$ cat src/rtl/ifmap_spad_fill_ctrl_if.sv
// Handshake and status bundle between the input stream, the ifmap scratchpad
// fill controller, the scratchpad write port and the downstream window reader.
interface ifmap_spad_fill_ctrl_if #(
    parameter int DATA_WIDTH = 3,
    parameter int ADDR_WIDTH = 4,
    parameter int CNT_WIDTH  = 4
);
    logic                  flush;
    logic                  in_valid;
    logic [DATA_WIDTH-1:0] in_data;
    logic                  in_ready;
    logic                  spad_wen;
    logic [ADDR_WIDTH-1:0] spad_waddr;
    logic [DATA_WIDTH-1:0] spad_din;
    logic                  release_valid;
    logic [CNT_WIDTH-1:0]  release_cnt;
    logic [ADDR_WIDTH-1:0] rd_base;
    logic [CNT_WIDTH-1:0]  count;
    logic                  full;
    logic                  empty;
    logic                  win_ready;
    logic                  rel_err;

    // Stream source / reader / control side
    modport master (
        output flush, in_valid, in_data, release_valid, release_cnt,
        input  in_ready, spad_wen, spad_waddr, spad_din, rd_base, count,
               full, empty, win_ready, rel_err
    );

    // Controller side
    modport slave (
        input  flush, in_valid, in_data, release_valid, release_cnt,
        output in_ready, spad_wen, spad_waddr, spad_din, rd_base, count,
               full, empty, win_ready, rel_err
    );
endinterface

$ cat src/rtl/ifmap_spad_fill_ctrl.sv
// Write-side controller for the ifmap register scratchpad: treats the
// scratchpad as a circular buffer of DEPTH entries, writes accepted stream
// words at wptr, and frees the oldest entries on reader release requests.
module ifmap_spad_fill_ctrl #(
    parameter int DATA_WIDTH = 3,
    parameter int ADDR_WIDTH = 4,
    parameter int DEPTH      = 10,
    parameter int WIN_SIZE   = 3,
    parameter int CNT_WIDTH  = 4
) (
    input logic                     clk,
    input logic                     rst,
    ifmap_spad_fill_ctrl_if.slave   bus
);
    // One extra bit so rptr + release_cnt never overflows before the wrap
    localparam int SUM_W = ((ADDR_WIDTH > CNT_WIDTH) ? ADDR_WIDTH : CNT_WIDTH) + 1;

    logic [ADDR_WIDTH-1:0] wptr;
    logic [ADDR_WIDTH-1:0] rptr;
    logic [CNT_WIDTH-1:0]  count_q;
    logic                  rel_err_q;

    logic                  full_c;
    logic                  wr;
    logic                  rel_ok;
    logic [CNT_WIDTH-1:0]  rel_amt;
    logic [SUM_W-1:0]      rsum;
    logic [ADDR_WIDTH-1:0] rptr_nxt;
    logic [ADDR_WIDTH-1:0] wptr_nxt;

    assign full_c = (count_q == CNT_WIDTH'(DEPTH));

    // Handshake, release legality and next-pointer arithmetic
    always_comb begin
        wr      = bus.in_valid & ~full_c & ~bus.flush & ~rst;
        rel_ok  = bus.release_valid & (bus.release_cnt <= count_q);
        rel_amt = rel_ok ? bus.release_cnt : '0;
        rsum    = SUM_W'(rptr) + SUM_W'(rel_amt);
        if (rsum >= SUM_W'(DEPTH)) begin
            rsum = rsum - SUM_W'(DEPTH);
        end
        rptr_nxt = ADDR_WIDTH'(rsum);
        wptr_nxt = (wptr == ADDR_WIDTH'(DEPTH - 1)) ? '0 : wptr + 1'b1;
    end

    // Pointer, occupancy and release-error state
    always_ff @(posedge clk or posedge rst) begin
        if (rst) begin
            wptr      <= '0;
            rptr      <= '0;
            count_q   <= '0;
            rel_err_q <= 1'b0;
        end else if (bus.flush) begin
            wptr      <= '0;
            rptr      <= '0;
            count_q   <= '0;
            rel_err_q <= 1'b0;
        end else begin
            if (wr) begin
                wptr <= wptr_nxt;
            end
            rptr      <= rptr_nxt;
            count_q   <= count_q + CNT_WIDTH'(wr) - rel_amt;
            rel_err_q <= bus.release_valid & ~rel_ok;
        end
    end

    assign bus.in_ready   = ~full_c;
    assign bus.spad_wen   = wr;
    assign bus.spad_waddr = wptr;
    assign bus.spad_din   = bus.in_data;
    assign bus.rd_base    = rptr;
    assign bus.count      = count_q;
    assign bus.full       = full_c;
    assign bus.empty      = (count_q == '0);
    assign bus.win_ready  = (count_q >= CNT_WIDTH'(WIN_SIZE));
    assign bus.rel_err    = rel_err_q;

endmodule

$ cat src/flat_wrapper.sv
// flat-port wrapper written by rule: the top's interface ports become plain ports
module ifmap_spad_fill_ctrl_flat 
#(
    parameter int DATA_WIDTH = 3,
    parameter int ADDR_WIDTH = 4,
    parameter int DEPTH      = 10,
    parameter int WIN_SIZE   = 3,
    parameter int CNT_WIDTH  = 4
)
  (clk, rst, bus_flush, bus_in_valid, bus_in_data, bus_release_valid, bus_release_cnt, bus_in_ready, bus_spad_wen, bus_spad_waddr, bus_spad_din, bus_rd_base, bus_count, bus_full, bus_empty, bus_win_ready, bus_rel_err);
  ifmap_spad_fill_ctrl_if #(.DATA_WIDTH(DATA_WIDTH), .ADDR_WIDTH(ADDR_WIDTH), .CNT_WIDTH(CNT_WIDTH)) bus_i ();
  input logic clk;
  input logic rst;
  input wire logic [$bits(bus_i.flush)-1:0] bus_flush;
  input wire logic [$bits(bus_i.in_valid)-1:0] bus_in_valid;
  input wire logic [$bits(bus_i.in_data)-1:0] bus_in_data;
  input wire logic [$bits(bus_i.release_valid)-1:0] bus_release_valid;
  input wire logic [$bits(bus_i.release_cnt)-1:0] bus_release_cnt;
  output wire logic [$bits(bus_i.in_ready)-1:0] bus_in_ready;
  output wire logic [$bits(bus_i.spad_wen)-1:0] bus_spad_wen;
  output wire logic [$bits(bus_i.spad_waddr)-1:0] bus_spad_waddr;
  output wire logic [$bits(bus_i.spad_din)-1:0] bus_spad_din;
  output wire logic [$bits(bus_i.rd_base)-1:0] bus_rd_base;
  output wire logic [$bits(bus_i.count)-1:0] bus_count;
  output wire logic [$bits(bus_i.full)-1:0] bus_full;
  output wire logic [$bits(bus_i.empty)-1:0] bus_empty;
  output wire logic [$bits(bus_i.win_ready)-1:0] bus_win_ready;
  output wire logic [$bits(bus_i.rel_err)-1:0] bus_rel_err;
  assign bus_i.flush = bus_flush;
  assign bus_i.in_valid = bus_in_valid;
  assign bus_i.in_data = bus_in_data;
  assign bus_i.release_valid = bus_release_valid;
  assign bus_i.release_cnt = bus_release_cnt;
  assign bus_in_ready = bus_i.in_ready;
  assign bus_spad_wen = bus_i.spad_wen;
  assign bus_spad_waddr = bus_i.spad_waddr;
  assign bus_spad_din = bus_i.spad_din;
  assign bus_rd_base = bus_i.rd_base;
  assign bus_count = bus_i.count;
  assign bus_full = bus_i.full;
  assign bus_empty = bus_i.empty;
  assign bus_win_ready = bus_i.win_ready;
  assign bus_rel_err = bus_i.rel_err;
  ifmap_spad_fill_ctrl #(.DATA_WIDTH(DATA_WIDTH), .ADDR_WIDTH(ADDR_WIDTH), .DEPTH(DEPTH), .WIN_SIZE(WIN_SIZE), .CNT_WIDTH(CNT_WIDTH)) u_core (.clk(clk), .rst(rst), .bus(bus_i));
endmodule
$ cat config.mk
export PLATFORM = sky130hd
export DESIGN_NAME = ifmap_spad_fill_ctrl_flat
export DESIGN_NICKNAME = d
export VERILOG_FILES = /design/src/rtl/ifmap_spad_fill_ctrl_if.sv /design/src/rtl/ifmap_spad_fill_ctrl.sv /design/src/flat_wrapper.sv
export SDC_FILE = /design/constraint.sdc
export NUM_CORES = 1
export LEC_CHECK = 0
export ABC_CLOCK_PERIOD_IN_PS = 3750
export CAP_MARGIN = 20
export CORE_ASPECT_RATIO = 1.2
export CORE_MARGIN = 8
export CORE_UTILIZATION = 46
export CTS_CLUSTER_SIZE = 28
export DETAILED_ROUTE_END_ITERATION = 10
export PLACE_DENSITY = 0.77
export SLEW_MARGIN = 10
export SYNTH_ARGS = -nofsm -noshare
export SYNTH_HDL_FRONTEND = slang
export SYNTH_SLANG_ARGS = --single-unit
$ cat constraint.sdc
create_clock -name clk -period 3.75 [get_ports clk]
set_input_delay 0.375 -clock clk [delete_from_list [all_inputs] [get_ports clk]]
set_output_delay 0.375 -clock clk [all_outputs]
set_load 0.005 [all_outputs]
# Word level (Yosys, flattened, before mapping)
# Cells that the tools add are included.
dict set report totals {
  ff_bits 13
  latch_bits 0
  ram_bits 0
  mem_bits_ro 0
  output_inout_bits 21
  elab_cells 33
  memories 0
}
dict set report classes {
  n_addsub 5
  n_mul 0
  n_div 0
  n_lt_le_gt_ge 3
  eq_ne 2
  shifts 0
  mux 8
  n_bitwise 9
  reduce_logical 2
}
# cell count
set ops {}
lappend ops {{4-bit two-way mux} 7}
lappend ops {{4-bit equality test (second input constant)} 2}
lappend ops {{4-bit by 4-bit adder with 5-bit output} 1}
lappend ops {{1-bit AND} 5}
lappend ops {{5-bit by 4-bit >= comparator with 1-bit output (second input constant)} 1}
lappend ops {{4-bit by 1-bit adder with 4-bit output} 1}
lappend ops {{4-bit by 1-bit adder with 4-bit output (second input constant)} 1}
lappend ops {{4-bit by 2-bit >= comparator with 1-bit output (second input constant)} 1}
lappend ops {{4-bit <= comparator} 1}
lappend ops {{4-bit logical NOT} 1}
lappend ops {{1-bit NOT} 4}
lappend ops {{4-bit subtractor} 1}
lappend ops {{4-bit subtractor (second input constant)} 1}
lappend ops {{2-bit nonzero test} 1}
lappend ops {{1-bit two-way mux} 1}

# Depth between registers and ports, before layout
dict set report depth {
  word_depth 8
  mapped_depth 16
  depth_no_buf 16
}

# Worst setup path before layout
# Ideal clock, no wire load.
dict set report synth_path {
  path_kind {reg-to-reg}
  start {register u_core.count_q[1] (netlist: u_core.bus.count[1])}
  end {register u_core.rptr[1] (netlist: u_core.bus.rd_base[1])}
  setup_time_ps 128
  arrival_ps 3255
  slack_ps 367
  path_stages_with_launch 17
  n_path_buf 0
  cell_sequence {dfrtp_1 -> inv_1 -> ha_1 -> nor2b_1 -> o211ai_1 -> nand2_1 -> a21boi_1 -> and2_1 -> ha_1 -> fa_1 -> inv_1 -> ha_1 -> inv_1 -> a31o_1 -> a211oi_2 -> a21oi_1 -> mux2_1}
}
dict set report synth_between {
  elab_chain_len 7
}
# element line_no
set synth_rtl {}
lappend synth_rtl {{from (decl)} ifmap_spad_fill_ctrl.sv:20} ;# logic [CNT_WIDTH-1:0] count_q;
lappend synth_rtl {{from (signal assigned)} ifmap_spad_fill_ctrl.sv:63} ;# count_q <= count_q + CNT_WIDTH'(wr) - rel_amt;
lappend synth_rtl {{4-bit <= comparator (*)} ifmap_spad_fill_ctrl.sv:36} ;# rel_ok = bus.release_valid & (bus.release_cnt <= count_q);
lappend synth_rtl {{1-bit AND (*)} ifmap_spad_fill_ctrl.sv:36}
lappend synth_rtl {{4-bit two-way mux (*)} ifmap_spad_fill_ctrl.sv:37} ;# rel_amt = rel_ok ? bus.release_cnt : '0;
lappend synth_rtl {{4-bit by 4-bit adder with 5-bit output (*)} ifmap_spad_fill_ctrl.sv:38} ;# rsum = SUM_W'(rptr) + SUM_W'(rel_amt);
lappend synth_rtl {{4-bit subtractor or 5-bit by 4-bit >= comparator with 1-bit output (tied branches)} {ifmap_spad_fill_ctrl.sv:40, ifmap_spad_fill_ctrl.sv:39}}
lappend synth_rtl {{4-bit two-way mux (*)} ifmap_spad_fill_ctrl.sv:39} ;# if (rsum >= SUM_W'(DEPTH)) begin
lappend synth_rtl {{4-bit two-way mux (*)} ifmap_spad_fill_ctrl.sv:53} ;# end else if (bus.flush) begin
lappend synth_rtl {{to (signal assigned)} ifmap_spad_fill_ctrl.sv:62} ;# rptr <= rptr_nxt;
lappend synth_rtl {{to (decl)} ifmap_spad_fill_ctrl.sv:19} ;# logic [ADDR_WIDTH-1:0] rptr;
# Every way passes the cells marked *; elsewhere a longest branch is shown, timed or not.
# A chain may end at the register's enable or synchronous reset.

# Final worst setup path
dict set report layout_path {
  start {input bus_release_cnt[1]}
  end {register u_core.rptr[1] (netlist: u_core.bus.rd_base[1])}
}
dict set report layout_between {
  elab_chain_len 7
}
# element line_no
set layout_rtl {}
lappend layout_rtl {{from (decl)} flat_wrapper.sv:18} ;# input wire logic [$bits(bus_i.release_cnt)-1:0] bus_release_cnt;
lappend layout_rtl {{4-bit <= comparator} ifmap_spad_fill_ctrl.sv:36}
lappend layout_rtl {{1-bit AND} ifmap_spad_fill_ctrl.sv:36}
lappend layout_rtl {{4-bit two-way mux (*)} ifmap_spad_fill_ctrl.sv:37}
lappend layout_rtl {{4-bit by 4-bit adder with 5-bit output (*)} ifmap_spad_fill_ctrl.sv:38}
lappend layout_rtl {{4-bit subtractor or 5-bit by 4-bit >= comparator with 1-bit output (tied branches)} {ifmap_spad_fill_ctrl.sv:40, ifmap_spad_fill_ctrl.sv:39}}
lappend layout_rtl {{4-bit two-way mux (*)} ifmap_spad_fill_ctrl.sv:39}
lappend layout_rtl {{4-bit two-way mux (*)} ifmap_spad_fill_ctrl.sv:53}
# Marks and branches as above.

==> metrics.txt <==
power per unit of standard cell area=between 600 and 700 nW/um2; transition time at the pin with the least slew margin=approximately 560 ps; status=complete, no violations; cell area after synthesis=about 1100 um2; Max-slew headroom=0.629; DRC errors left=0; register area share after synthesis=0.298; share of layout cells above drive strength 1=0.135; post-synthesis instance total=113; Final Slew Violations=0; n_diodes=0; net switching power figure=0.359 mW; Static Leakage=about 0.70 nW; Power Internal=around 0.55 mW; DR pass1 iterations=4; Warnings, synthesis=0; worst clock skew=10.0 ps; flop and latch count out of synthesis=13; IR Drop Worst-Case VDD=approximately 0.51 mV; remaining antenna violation count=0; worst endpoint data arrival time=around 3700 ps; commonest cells after routing, fill and taps aside=26 x sky130_fd_sc_hd__clkdlybuf4s50_1, 17 x sky130_fd_sc_hd__ha_1, 14 x sky130_fd_sc_hd__inv_1; routed vias=around 960; initial core utilization=0.479; final clock period utilization by the worst path=0.936; count of standard-cell rows=19; kind of critical path=in2reg; portion of total power attributed to the clock network=0.103; placed cell count=173; per-cell routed wire length=14.7 um; area of all sequential standard cells=about 330 um2; Total Power=between 0.9 and 1 mW; Skew-Pair Late Insertion Delay=a little under 300 ps; clock-pin slew reported for the worst setup and hold paths after clock tree synthesis=around 90 ps; most common library cell in the layout ignoring fill and taps=sky130_fd_sc_hd__clkdlybuf4s50_1; net count after synthesis=about 140; maximum number of buffers from clock root to sink=2; count of input and output buffers=26; Die H=69.4 um; number of library cell types mapped by synthesis=35; fraction of power consumed by sequential logic=0.237; highest achievable clock rate=between 200 and 300 MHz; required time of the critical path=3920 ps; Routed Wire Length=2630 um; post-synthesis average cell area=9.67 um2; clock tree from TritonCTS=done; post-layout worst setup margin=around 240 ps; DR iter-0 viols=17; final estimated routing congestion in global placement=between 0.8 and 0.9; fraction of power consumed by combinational cells=0.661; maximum net fanout on the critical path=2; min Tclk post-route=3510 ps; most instantiated flip-flop cell in the synthesis netlist=sky130_fd_sc_hd__dfrtp_1; maximum capacitance violations=0; HPWL after detailed placement=between 2000 and 2500 um; Hold WC Path Type=in2async; number of flops mapped to enable cells by yosys=0; total congestion overflow after global routing=0; die extent in x=slightly above 60 um; final setup violation count=0; share of flip-flops with an asynchronous set or reset after synthesis=1.00; CTS buffer count=3; number of ports placed on the die boundary=33; gr usage total=0.135; floorplan die area=approximately 4200 um2; vias in the first global route=about 1000; total area of multi-input combinational cells=684 um2; Root Buffer=sky130_fd_sc_hd__clkbuf_4; initial antenna violation count=0; TritonCTS Sinks=13; number of vias per cell after detailed routing=5.34; number of failing hold endpoints at the final stage=0; Post-CTS Hold Buffers=0; Post-layout nets=180; dpl ws=-43.1 ps; area growth from synthesis to final layout=33.8%; Layout Cells excl Fill=between 150 and 200; H-tree lvl count=1; element type at the critical path end=register; largest net degree at the start of global routing=15; RSZ-0062 raised after global routing=no; CP Launch Type=input pin; core footprint=around 2300 um2; Fill cells=between 200 and 250; first-pass GRT wire length=between 4000 and 5000 um; net switching fraction of the power=0.394
final cells by class:
type / instances / share of cell area
clock inverters: 1 / 0.00342
flip-flops and latches: 13 / 0.223
inverters: 15 / 0.0385
clock buffers: 3 / 0.0154
multi-input cells: 81 / 0.468
well taps: 31 / 0.0265
repair buffers: 35 / 0.224
registers in the layout (all words and copies together) (netlist names):
name,flops
u_core.bus.count,4
u_core.bus.rd_base,4
u_core.bus.rel_err,1
u_core.bus.spad_waddr,4
worst paths after layout:
check | start | endpoint | slack, ps | cells after the start
setup reg to reg | u_core.bus.count[1] | u_core.bus.rd_base[1] | 310 | 16
min in group clk | u_core.bus.spad_waddr[0] | u_core.bus.spad_waddr[0] | 560 | 1
hold reg to reg | u_core.bus.spad_waddr[0] | u_core.bus.spad_waddr[0] | 560 | 1
hold / removal | rst | u_core.bus.rd_base[2] | 510 | 2
max in group asynchronous | rst | u_core.bus.count[1] | 2830 | 2
setup / recovery | bus_release_cnt[1] | u_core.bus.rd_base[1] | 240 | 16
cells by family after synthesis:
family,synth area share
mux,0.0389
compound gates,0.135
buf+inv,0.0756
xor+xnor,0.0481
simple gates,0.173
flops,0.298
fa+ha+maj,0.231
power groups by stage:
stage	logic (mW)	registers, mW	clock network, mW
6_report	0.602	0.215	0.0934
5_1_grt	0.664	0.221	0.107
4_1_cts	0.589	0.217	0.0988
3_5_place_dp	0.586	0.219	0
3_3_place_gp	0.560	0.218	0
2_1_floorplan	0.355	0.215	0
per-stage QoR:
step / setup TNS [ps] / hold WS [ps] / cell area [um2] / utilization
after floorplan: 0 / 260 / 1090 / -
after global placement: 0 / 543 / 1420 / 0.621
after detailed placement: -61.2 / 558 / 1420 / 0.621
after CTS: 0 / 524 / 1450 / 0.633
after global routing: 0 / 553 / 1460 / 0.640
final: 0 / 515 / 1460 / 0.640
routing by layer:
layer	share of wire	wire length [um]	global-route usage
met2	0.54	1410	0.242
met4	0.035	91	0.0935
met5	0	0	0
met1	0.37	971	0.137
met3	0.058	152	0.0148
repair_timing:
item / in CTS / in global routing
endpoints found under the setup margin: 0 / 2
setup buffers: 0 / 2
resized for setup: 0 / 1
cells in the mapped netlist, types with 3 or more instances:
cell	n	area [um2]
sky130_fd_sc_hd__and2_1	3	18.8
sky130_fd_sc_hd__a21oi_1	3	15.0
sky130_fd_sc_hd__a211oi_1	3	22.5
sky130_fd_sc_hd__buf_4	3	22.5
sky130_fd_sc_hd__inv_1	14	52.6
sky130_fd_sc_hd__xnor2_1	5	43.8
sky130_fd_sc_hd__nor2_1	9	33.8
sky130_fd_sc_hd__nand3_1	3	15.0
sky130_fd_sc_hd__a21o_1	3	22.5
sky130_fd_sc_hd__dfrtp_1	13	325
sky130_fd_sc_hd__nor2b_1	3	18.8
sky130_fd_sc_hd__ha_1	17	213
sky130_fd_sc_hd__nand2_1	7	26.3
critical path, cell delays in order:
cell                              delay (ps)
sky130_fd_sc_hd__clkdlybuf4s50_1         430
sky130_fd_sc_hd__ha_1                    310
sky130_fd_sc_hd__nor2b_1                 140
sky130_fd_sc_hd__o211ai_1                120
sky130_fd_sc_hd__nand2_1                 100
sky130_fd_sc_hd__a21boi_1                 70
sky130_fd_sc_hd__and2_1                  170
sky130_fd_sc_hd__ha_1                    210
sky130_fd_sc_hd__fa_1                    410
sky130_fd_sc_hd__xnor2_1                 230
sky130_fd_sc_hd__ha_1                    210
sky130_fd_sc_hd__inv_1                    50
sky130_fd_sc_hd__a31o_1                  210
sky130_fd_sc_hd__a211oi_2                230
sky130_fd_sc_hd__a21oi_1                  90
sky130_fd_sc_hd__mux2_1                  340
No activity file was read; power rests on OpenSTA's default activity.
